===== src/rtl/dac_sample_scheduler.sv =====
// Two-requester sample FIFO paced onto the DAC D bus by a programmable tick divider.
// Optional DAC_SCHED_MIDSCALE_EN: dac_d resets to, and parks at, mid-scale whenever playback goes idle.
module dac_sample_scheduler #(
    parameter int DATA_W     = 10,
    parameter int FIFO_DEPTH = 8,
    parameter int DIV_W      = 8
) (
    input  logic                        CLK,
    input  logic                        reset,
    input  logic                        req0_valid,
    input  logic [DATA_W-1:0]           req0_data,
    output logic                        req0_ready,
    input  logic                        req1_valid,
    input  logic [DATA_W-1:0]           req1_data,
    output logic                        req1_ready,
    input  logic                        enable,
    input  logic [DIV_W-1:0]            div,
    input  logic                        clr_underrun,
    output logic [DATA_W-1:0]           dac_d,
    output logic                        sample_strobe,
    output logic                        underrun,
    output logic [$clog2(FIFO_DEPTH):0] fifo_level
);

    localparam int AW = $clog2(FIFO_DEPTH);
    localparam int LW = AW + 1;
    localparam logic [LW-1:0]     DEPTH_L  = LW'(FIFO_DEPTH);
    localparam logic [DATA_W-1:0] MIDSCALE = {1'b1, {(DATA_W-1){1'b0}}};
`ifdef DAC_SCHED_MIDSCALE_EN
    localparam logic [DATA_W-1:0] DAC_RESET = MIDSCALE;
`else
    localparam logic [DATA_W-1:0] DAC_RESET = '0;
`endif

    typedef enum logic [1:0] {
        IDLE,
        RUN,
        DRAIN
    } state_t;

    state_t            state_q, state_d;
    logic [DIV_W-1:0]  cnt_q, cnt_d;
    logic [LW-1:0]     level_q, level_d;
    logic [AW-1:0]     wr_ptr_q, wr_ptr_d;
    logic [AW-1:0]     rd_ptr_q, rd_ptr_d;
    logic [DATA_W-1:0] mem_q [FIFO_DEPTH];
    logic [DATA_W-1:0] mem_d [FIFO_DEPTH];
    logic              pref1_q, pref1_d;
    logic [DATA_W-1:0] dac_q, dac_d_nxt;
    logic              strobe_q, strobe_d;
    logic              underrun_q, underrun_d;

    logic              empty;
    logic              full;
    logic              grant0;
    logic              grant1;
    logic              push;
    logic [DATA_W-1:0] push_data;
    logic              tick;
    logic              pop;

    // Full is judged on the registered level, so a popping cycle still refuses a push at full.
    always_comb begin
        empty      = (level_q == '0);
        full       = (level_q == DEPTH_L);
        grant1     = req1_valid && (!req0_valid || pref1_q);
        grant0     = req0_valid && !grant1;
        req0_ready = grant0 && !full && !reset;
        req1_ready = grant1 && !full && !reset;
        push       = (req0_valid && req0_ready) || (req1_valid && req1_ready);
        push_data  = req1_ready ? req1_data : req0_data;
        tick       = (state_q != IDLE) && (cnt_q == '0);
        pop        = tick && !empty;
    end

    always_comb begin
        wr_ptr_d = wr_ptr_q;
        rd_ptr_d = rd_ptr_q;
        level_d  = level_q;
        pref1_d  = pref1_q;
        mem_d    = mem_q;
        if (push) begin
            mem_d[wr_ptr_q] = push_data;
            wr_ptr_d        = wr_ptr_q + AW'(1);
            pref1_d         = req0_ready;
        end
        if (pop) begin
            rd_ptr_d = rd_ptr_q + AW'(1);
        end
        unique case ({push, pop})
            2'b10:   level_d = level_q + LW'(1);
            2'b01:   level_d = level_q - LW'(1);
            default: level_d = level_q;
        endcase
    end

    always_comb begin
        state_d    = state_q;
        cnt_d      = cnt_q;
        dac_d_nxt  = dac_q;
        strobe_d   = pop;
        underrun_d = underrun_q;

        if (pop) begin
            dac_d_nxt = mem_q[rd_ptr_q];
        end

        if (tick && empty && (state_q == RUN)) begin
            underrun_d = 1'b1;
        end else if (clr_underrun) begin
            underrun_d = 1'b0;
        end

        unique case (state_q)
            IDLE: begin
                if (enable && !empty) begin
                    state_d = RUN;
                    cnt_d   = '0;
                end
            end
            RUN: begin
                cnt_d = tick ? div : cnt_q - DIV_W'(1);
                if (!enable) begin
                    state_d = DRAIN;
                end
            end
            DRAIN: begin
                cnt_d = tick ? div : cnt_q - DIV_W'(1);
                if (enable) begin
                    state_d = RUN;
                end else if (empty) begin
                    state_d = IDLE;
`ifdef DAC_SCHED_MIDSCALE_EN
                    dac_d_nxt = MIDSCALE;
`endif
                end
            end
            default: state_d = IDLE;
        endcase
    end

    always_ff @(posedge CLK) begin
        if (reset) begin
            state_q    <= IDLE;
            cnt_q      <= '0;
            level_q    <= '0;
            wr_ptr_q   <= '0;
            rd_ptr_q   <= '0;
            pref1_q    <= 1'b0;
            dac_q      <= DAC_RESET;
            strobe_q   <= 1'b0;
            underrun_q <= 1'b0;
        end else begin
            state_q    <= state_d;
            cnt_q      <= cnt_d;
            level_q    <= level_d;
            wr_ptr_q   <= wr_ptr_d;
            rd_ptr_q   <= rd_ptr_d;
            pref1_q    <= pref1_d;
            dac_q      <= dac_d_nxt;
            strobe_q   <= strobe_d;
            underrun_q <= underrun_d;
        end
    end

    // Storage needs no reset: entries are only read while the level says they are valid.
    always_ff @(posedge CLK) begin
        mem_q <= mem_d;
    end

    assign dac_d         = dac_q;
    assign sample_strobe = strobe_q;
    assign underrun      = underrun_q;
    assign fifo_level    = level_q;

endmodule


===== config.mk =====
export PLATFORM = sky130hd
export DESIGN_NAME = dac_sample_scheduler
export DESIGN_NICKNAME = d
export VERILOG_FILES = /design/src/rtl/dac_sample_scheduler.sv
export SDC_FILE = /design/constraint.sdc
export NUM_CORES = 1
export LEC_CHECK = 0
export CAP_MARGIN = 20
export CORE_UTILIZATION = 25
export CTS_CLUSTER_DIAMETER = 80
export DETAILED_ROUTE_END_ITERATION = 12
export MAX_ROUTING_LAYER = met4
export SYNTH_ARGS = -nofsm -noshare
export SYNTH_HDL_FRONTEND = slang
export SYNTH_SLANG_ARGS = --single-unit

===== constraint.sdc =====
create_clock -name CLK -period 3.01 [get_ports CLK]
set_clock_uncertainty 0.15 [all_clocks]
set_input_delay 0.4515 -clock CLK [delete_from_list [all_inputs] [get_ports CLK]]
set_output_delay 0.4515 -clock CLK [all_outputs]
set_load 0.02 [all_outputs]

# After elaboration in Yosys (flattened, before gate mapping)
# Cells that the tools add are included.
# word_totals
ff_bits,113
latch_bits,0
ram_bits,0
mem_bits_ro,0
inputBits,34
output_inout_bits,18
memories,0
# op_classes
addsub,5
n_mul,0
n_div,0
magnitude_cmp,3
n_eq_ne,8
shift,0
mux,18
n_bitwise,2
n_reduce_logical,31
# ops
operator,count
$bwmux W80,1
$mux W10,4
$bmux W10 S3,1
$demux W10 S3,1
$mux W8,2
$pmux W8 S2,1
$logic_and A1 B1 Y1,14
$ge A4 B4 Y1 const B,2
$logic_not A8 Y1,1
$mux W2,4
$not A3 Y4,2
$pmux W4 S2,1
$reduce_bool A2 Y1,4
$sub A8 B1 Y8 const B,1
$add A3 B1 Y3 const B,2
$pmux W2 S3,1
$logic_not A1 Y1,5
$add A4 B1 Y4 const B,1
$eq A2 B1 Y1 const B,2
$eq A2 B2 Y1 const B,2
$eq A4 B4 Y1 const B,1
$logic_not A4 Y1,1
$lt A4 B1 Y1 const B,1
$ne A2 B2 Y1 const B,2
8 further kinds,10

# Longest topological paths before layout
# depth
ltp_word,11
ltp_mapped,13
mapped_depth_nobuf,12

# Worst setup path before layout
# Ideal clock, no wire load.
# synth_timing
path_type,flip-flop to flip-flop
from,"register level_q[2], in the netlist fifo_level[2]"
to,register mem_q[50] (netlist bit) (enable)
arrival_ns,2.374
path_slack_ns,0.079
stages_incl_launch_ff,6
cell_sequence,dfxtp_1 > clkbuf_1 > nor4b_1 > nor3_2 > inv_2 > nor4b_1
# synth_between
elab_chain_cells,6
# synth_lines
element,line_no,text
from (decl),43,"logic [LW-1:0] level_q, level_d;"
from (signal assigned),156,level_q <= level_d;
$eq A4 B4 Y1 (*),65,full = (level_q == DEPTH_L);
$logic_not A1 Y1 (*),"68, 69",
$logic_and A1 B1 Y1 (on tied branches) (2 in a row),"68, 69",
$logic_and A1 B1 Y1,70,push = (req0_valid && req0_ready) || (req1_valid && req1_ready);
$logic_or A1 B1 Y1 (*),70,
to (signal assigned),168,mem_q <= mem_d;
to (decl),46,logic [DATA_W-1:0] mem_q [FIFO_DEPTH];
# Mark *: on every way between the ends. The rest lies on a longest branch, timed or not.
# A chain may end at the register's enable or synchronous reset.

# Worst setup path after layout
# layout_timing
from,"register level_q[0], in the netlist fifo_level[0]"
to,output req1_ready
# layout_between
elab_chain_cells,4
# layout_lines
element,line_no,text
$eq A4 B4 Y1,65,
$logic_not A1 Y1,69,req1_ready = grant1 && !full && !reset;
$logic_and A1 B1 Y1 (2 in a row),69,
to (decl),15,"output logic req1_ready,"
# Every way passes these cells.

==> results.md <==
- For the worst flop-to-flop path, the logic depth is 12.
- The share of total power in sequential cells is 38.0%.
- Of the available clock period, the critical path in the final layout requires 96.12%.
- The worst hold path stage count is 2.
- In this run the tightest slew margin relative to its limit is 44.74%.
- The post-synthesis instance area is 4999 um2.
- After legalization and detailed placement, the total HPWL measured 7194 um.
- The starting density of the core is 25.60%.
- The clock network is responsible for 36.6% of the overall power.
- The floorplan step set the die width to 143.4 um.
- The ratio of routed vias to standard cells is 4.500.
- The number of antenna violations at the first check in global routing is 0.
- The fraction of layout instances using a drive strength above 1 is 21.58%.
- In this design, the stage delay of the slowest critical-path cell is 0.55 ns.
- In this run, synthesis produced a sequential element count of 113.
- The area added between synthesis and finish is 29.21%.
- The final layout net count is 463.
- Entering global routing, the biggest net connects 28 pins.
- The max-cap check violation count is 0.
- Yosys attributes the largest share of cell area to sky130_fd_sc_hd__edfxtp_1 (48%), sky130_fd_sc_hd__dfxtp_1 (13%), sky130_fd_sc_hd__mux4_2 (9.0%), sky130_fd_sc_hd__ha_1 (2.8%), sky130_fd_sc_hd__mux2i_1 (2.6%).
- The final wirelength is 10,550 um.
- The number of global-route vias before repair is 3,165.
- Summed over all nets, the switching power comes to 1.440 mW.
- Routability-driven placement finished with a final weighted congestion of 0.8414.
- The die covers 20,560 um2.
- The routed layout has 3,132 vias.
- The design internal power is 3.513 mW.
- STA puts the critical path data arrival time at 2.29 ns.
- The highest clock rate is 345.6 MHz.
- The post-synthesis average cell area is 14.49 um2.
- The later pin in the worst-skew pair is clocked with a latency of 0.41 ns.
- The worst-case clock buffer depth is 2.
- The async set-reset flop share out of synthesis is 0%.
- The y dimension of the die is 143.4 um.
- The final sum of negative setup slack is 0 ns.
- The switching fraction of total power is 29.08%.
- The DRC violation total after the first TritonRoute iteration is 166.
- The final setup violation count is 0.
- At the worst endpoint, the required time is 2.41 ns.
- In this run, synthesis inferred 80 flip-flops with an integrated enable.
- The core utilization of the finished layout is 33.08%.
- The total routing usage reported by global routing is 11.71%.
- The class of the most critical setup path is reg -> out.
- The most instantiated flip-flop cell in the synthesis netlist is sky130_fd_sc_hd__edfxtp_1.
- Synthesis handed over a netlist of 345 instances.
- The worst reg-to-reg setup slack is 0.17 ns.
- Yosys printed 0 warnings.
- The fraction of synthesized cell area taken by the top area cell type is 48.06%.
- Setup repair after global routing left no endpoint under its margin.
- The antenna diode count is 0.
- Sequential cells were found to cover 61.28% of the synthesized design area.
- The root buffer cell is sky130_fd_sc_hd__clkbuf_16.
- Dividing the detail-routed wire length by the instance count gives 15.16 um.
- Pin placement for this block handled 52 I/O pins.
- Summed over all instances, the cell type with the most area after synthesis is sky130_fd_sc_hd__edfxtp_1.
- The number of max-slew violations in the final report is 0.
- The worst setup path is captured at a primary output.
- The total overflow reported by the global router is 0.
- The flow ran to the end, and the final reports show no timing, DRC or antenna violations.
- The class of the tightest hold or removal check is reg -> reg.
- CTS saw 113 sinks.
- The power density normalized to cell area is 766.9 nW/um2.
- TritonCTS created 17 clock buffers.
- The number of failing hold endpoints at the final stage was 0.
- The number of inserted filler cells in the final layout is 1,941.
- The slowest stage of the critical path is the sky130_fd_sc_hd__clkdlybuf4s50_1 cell.
- The number of detailed-routing iterations run before antenna repair is 4.
- Input and output buffers added on the ports amount to 51.
- The core region is 19,530 um2.
- In this run the worst path has a maximum fanout of 8.
- The final hold slack is 0.3439 ns.
- TritonCTS built the clock tree.
- Row generation in the floorplan step produced 51 rows.
- The final critical delay including setup and external delays is 2.893 ns.
- The post-detailed-route count of antenna-violating nets is 0.
- The worst vdd rail ir drop is 0.3258 mV.
- Traced cell by cell, the critical path runs through buf_4 > nor4b_1 > nor2_1 > and3_4 > clkdlybuf4s50_1.
- The count of cell types in the netlist is 55.
- The kind of start point of the critical path is a register.
- The combinational share of power is 25.4%.
- At the pin with the least slew margin, the transition time is 0.8182 ns.
- The leakage component of the power is 2.097 nW.
- The number of H-tree branching levels is 4.
- The global-route wire length before repair is 17,040 um.
- After detailed routing, the number of remaining DRC violations is 0.
- Clock-pin slew was measured on the worst setup and hold paths at 0.05 ns.
- The number of nets in the synthesized netlist is 390.
-- cell usage after synthesis, drive strengths merged, types with 6 or more instances --
library cell   n
a211oi        12
a21oi         12
buf           10
clkbuf         9
dfxtp         33
edfxtp        80
ha            11
inv           14
mux2          11
mux2i         13
mux4          20
nand2         11
nand2b         6
nor2          23
nor3           9
o21ai          7
-- critical path: cells and delay by family (launching register included) --
| family | cells | cell delay, ns |
|---|---|---|
| buffers and inverters | 2 | 0.72 |
| flip-flops | 1 | 0.32 |
| AND/OR/NAND/NOR | 3 | 0.85 |
-- flip-flops by register name, summed over array words and instances, names as in the netlist --
signal / count
sample_strobe: 1
mem_q: 80
pref1_q: 1
fifo_level: 4
wr_ptr_q: 3
rd_ptr_q: 3
state_q: 2
underrun: 1
cnt_q: 8
dac_d: 10
-- final timing paths --
kind | startpoint | end
max | fifo_level[0]$_SDFFE_PP0P_ | req1_ready
min | dac_d[2]$_SDFFE_PP0P_ | dac_d[2]$_SDFFE_PP0P_
min reg2reg | dac_d[2]$_SDFFE_PP0P_ | dac_d[2]$_SDFFE_PP0P_
max reg2reg | state_q[0]$_SDFFE_PP0P_ | fifo_level[2]$_SDFFE_PP0P_
-- routing by layer --
metal	track usage [%]	share of wire (%)	up-vias
met5	-	0	-
met4	5.039	1.3	0
met3	3.399	4.0	11
met2	19.21	50	74
met1	13.29	44	1550
li1	-	-	1497
-- what timing repair did --
item / in CTS / in global routing
resized for setup: 0 / 1
hold buffers: 0 / 0
setup endpoints to repair: 0 / 1
endpoints found under the hold margin: 0 / 0
setup buffers: 0 / 2
-- placed cells by master (no fill, tap or decap), drive strengths merged, types with 4 or more instances in the layout --
master	instances
a211oi	12
a21oi	12
a31oi	5
buf	22
clkbuf	19
clkdlybuf4s50	51
clkinv	5
clkinvlp	6
dfxtp	33
edfxtp	80
ha	11
inv	15
mux2	11
mux2i	13
mux4	20
nand2	11
nand2b	6
nand3	4
nor2	23
nor3	9
nor4b	4
o21ai	7
o31ai	4
or3	5
-- power groups by stage --
stage	clock network (mW)	logic (mW)	registers [mW]
3_5_place_dp	0	1.24	1.91
2_1_floorplan	0	0.838	1.94
4_1_cts	1.86	1.25	1.88
3_3_place_gp	0	1.23	1.91
5_1_grt	1.93	1.39	1.90
6_report	1.81	1.26	1.88
-- stage by stage --
stage          instance area, um2  cells  setup WS (ns)  power [mW]
2_1_floorplan                4999    345        0.07896       2.775
3_3_place_gp                 5893    662         0.2192       3.134
3_5_place_dp                 5893    662         0.1709       3.149
4_1_cts                      6441    694        0.07366       4.986
5_1_grt                      6459    696        0.01395       5.219
6_report                     6459    696         0.1168       4.953
-- cells by family after synthesis --
group	after synthesis	share of synthesized area [%]
multiplexers	44	14.09
AND/OR/NAND/NOR	80	9.187
adder cells (fa/ha/maj)	11	2.753
XOR/XNOR	6	1.052
AO/OA/AOI/OAI	58	8.386
flip-flops	113	61.28
buffers and inverters	33	3.254
-- area by class of cell --
class / count / area [um2] / share of cell area [%]
flip-flops and latches: 113 / 3063 / 47.42
multi-input cells: 199 / 1788 / 27.68
repair buffers: 73 / 675.6 / 10.46
clock buffers: 19 / 432.9 / 6.703
well taps: 265 / 331.6 / 5.134
clock inverters: 13 / 115.1 / 1.782
inverters: 14 / 52.55 / 0.8136
Power figures use the tool's default switching activity.
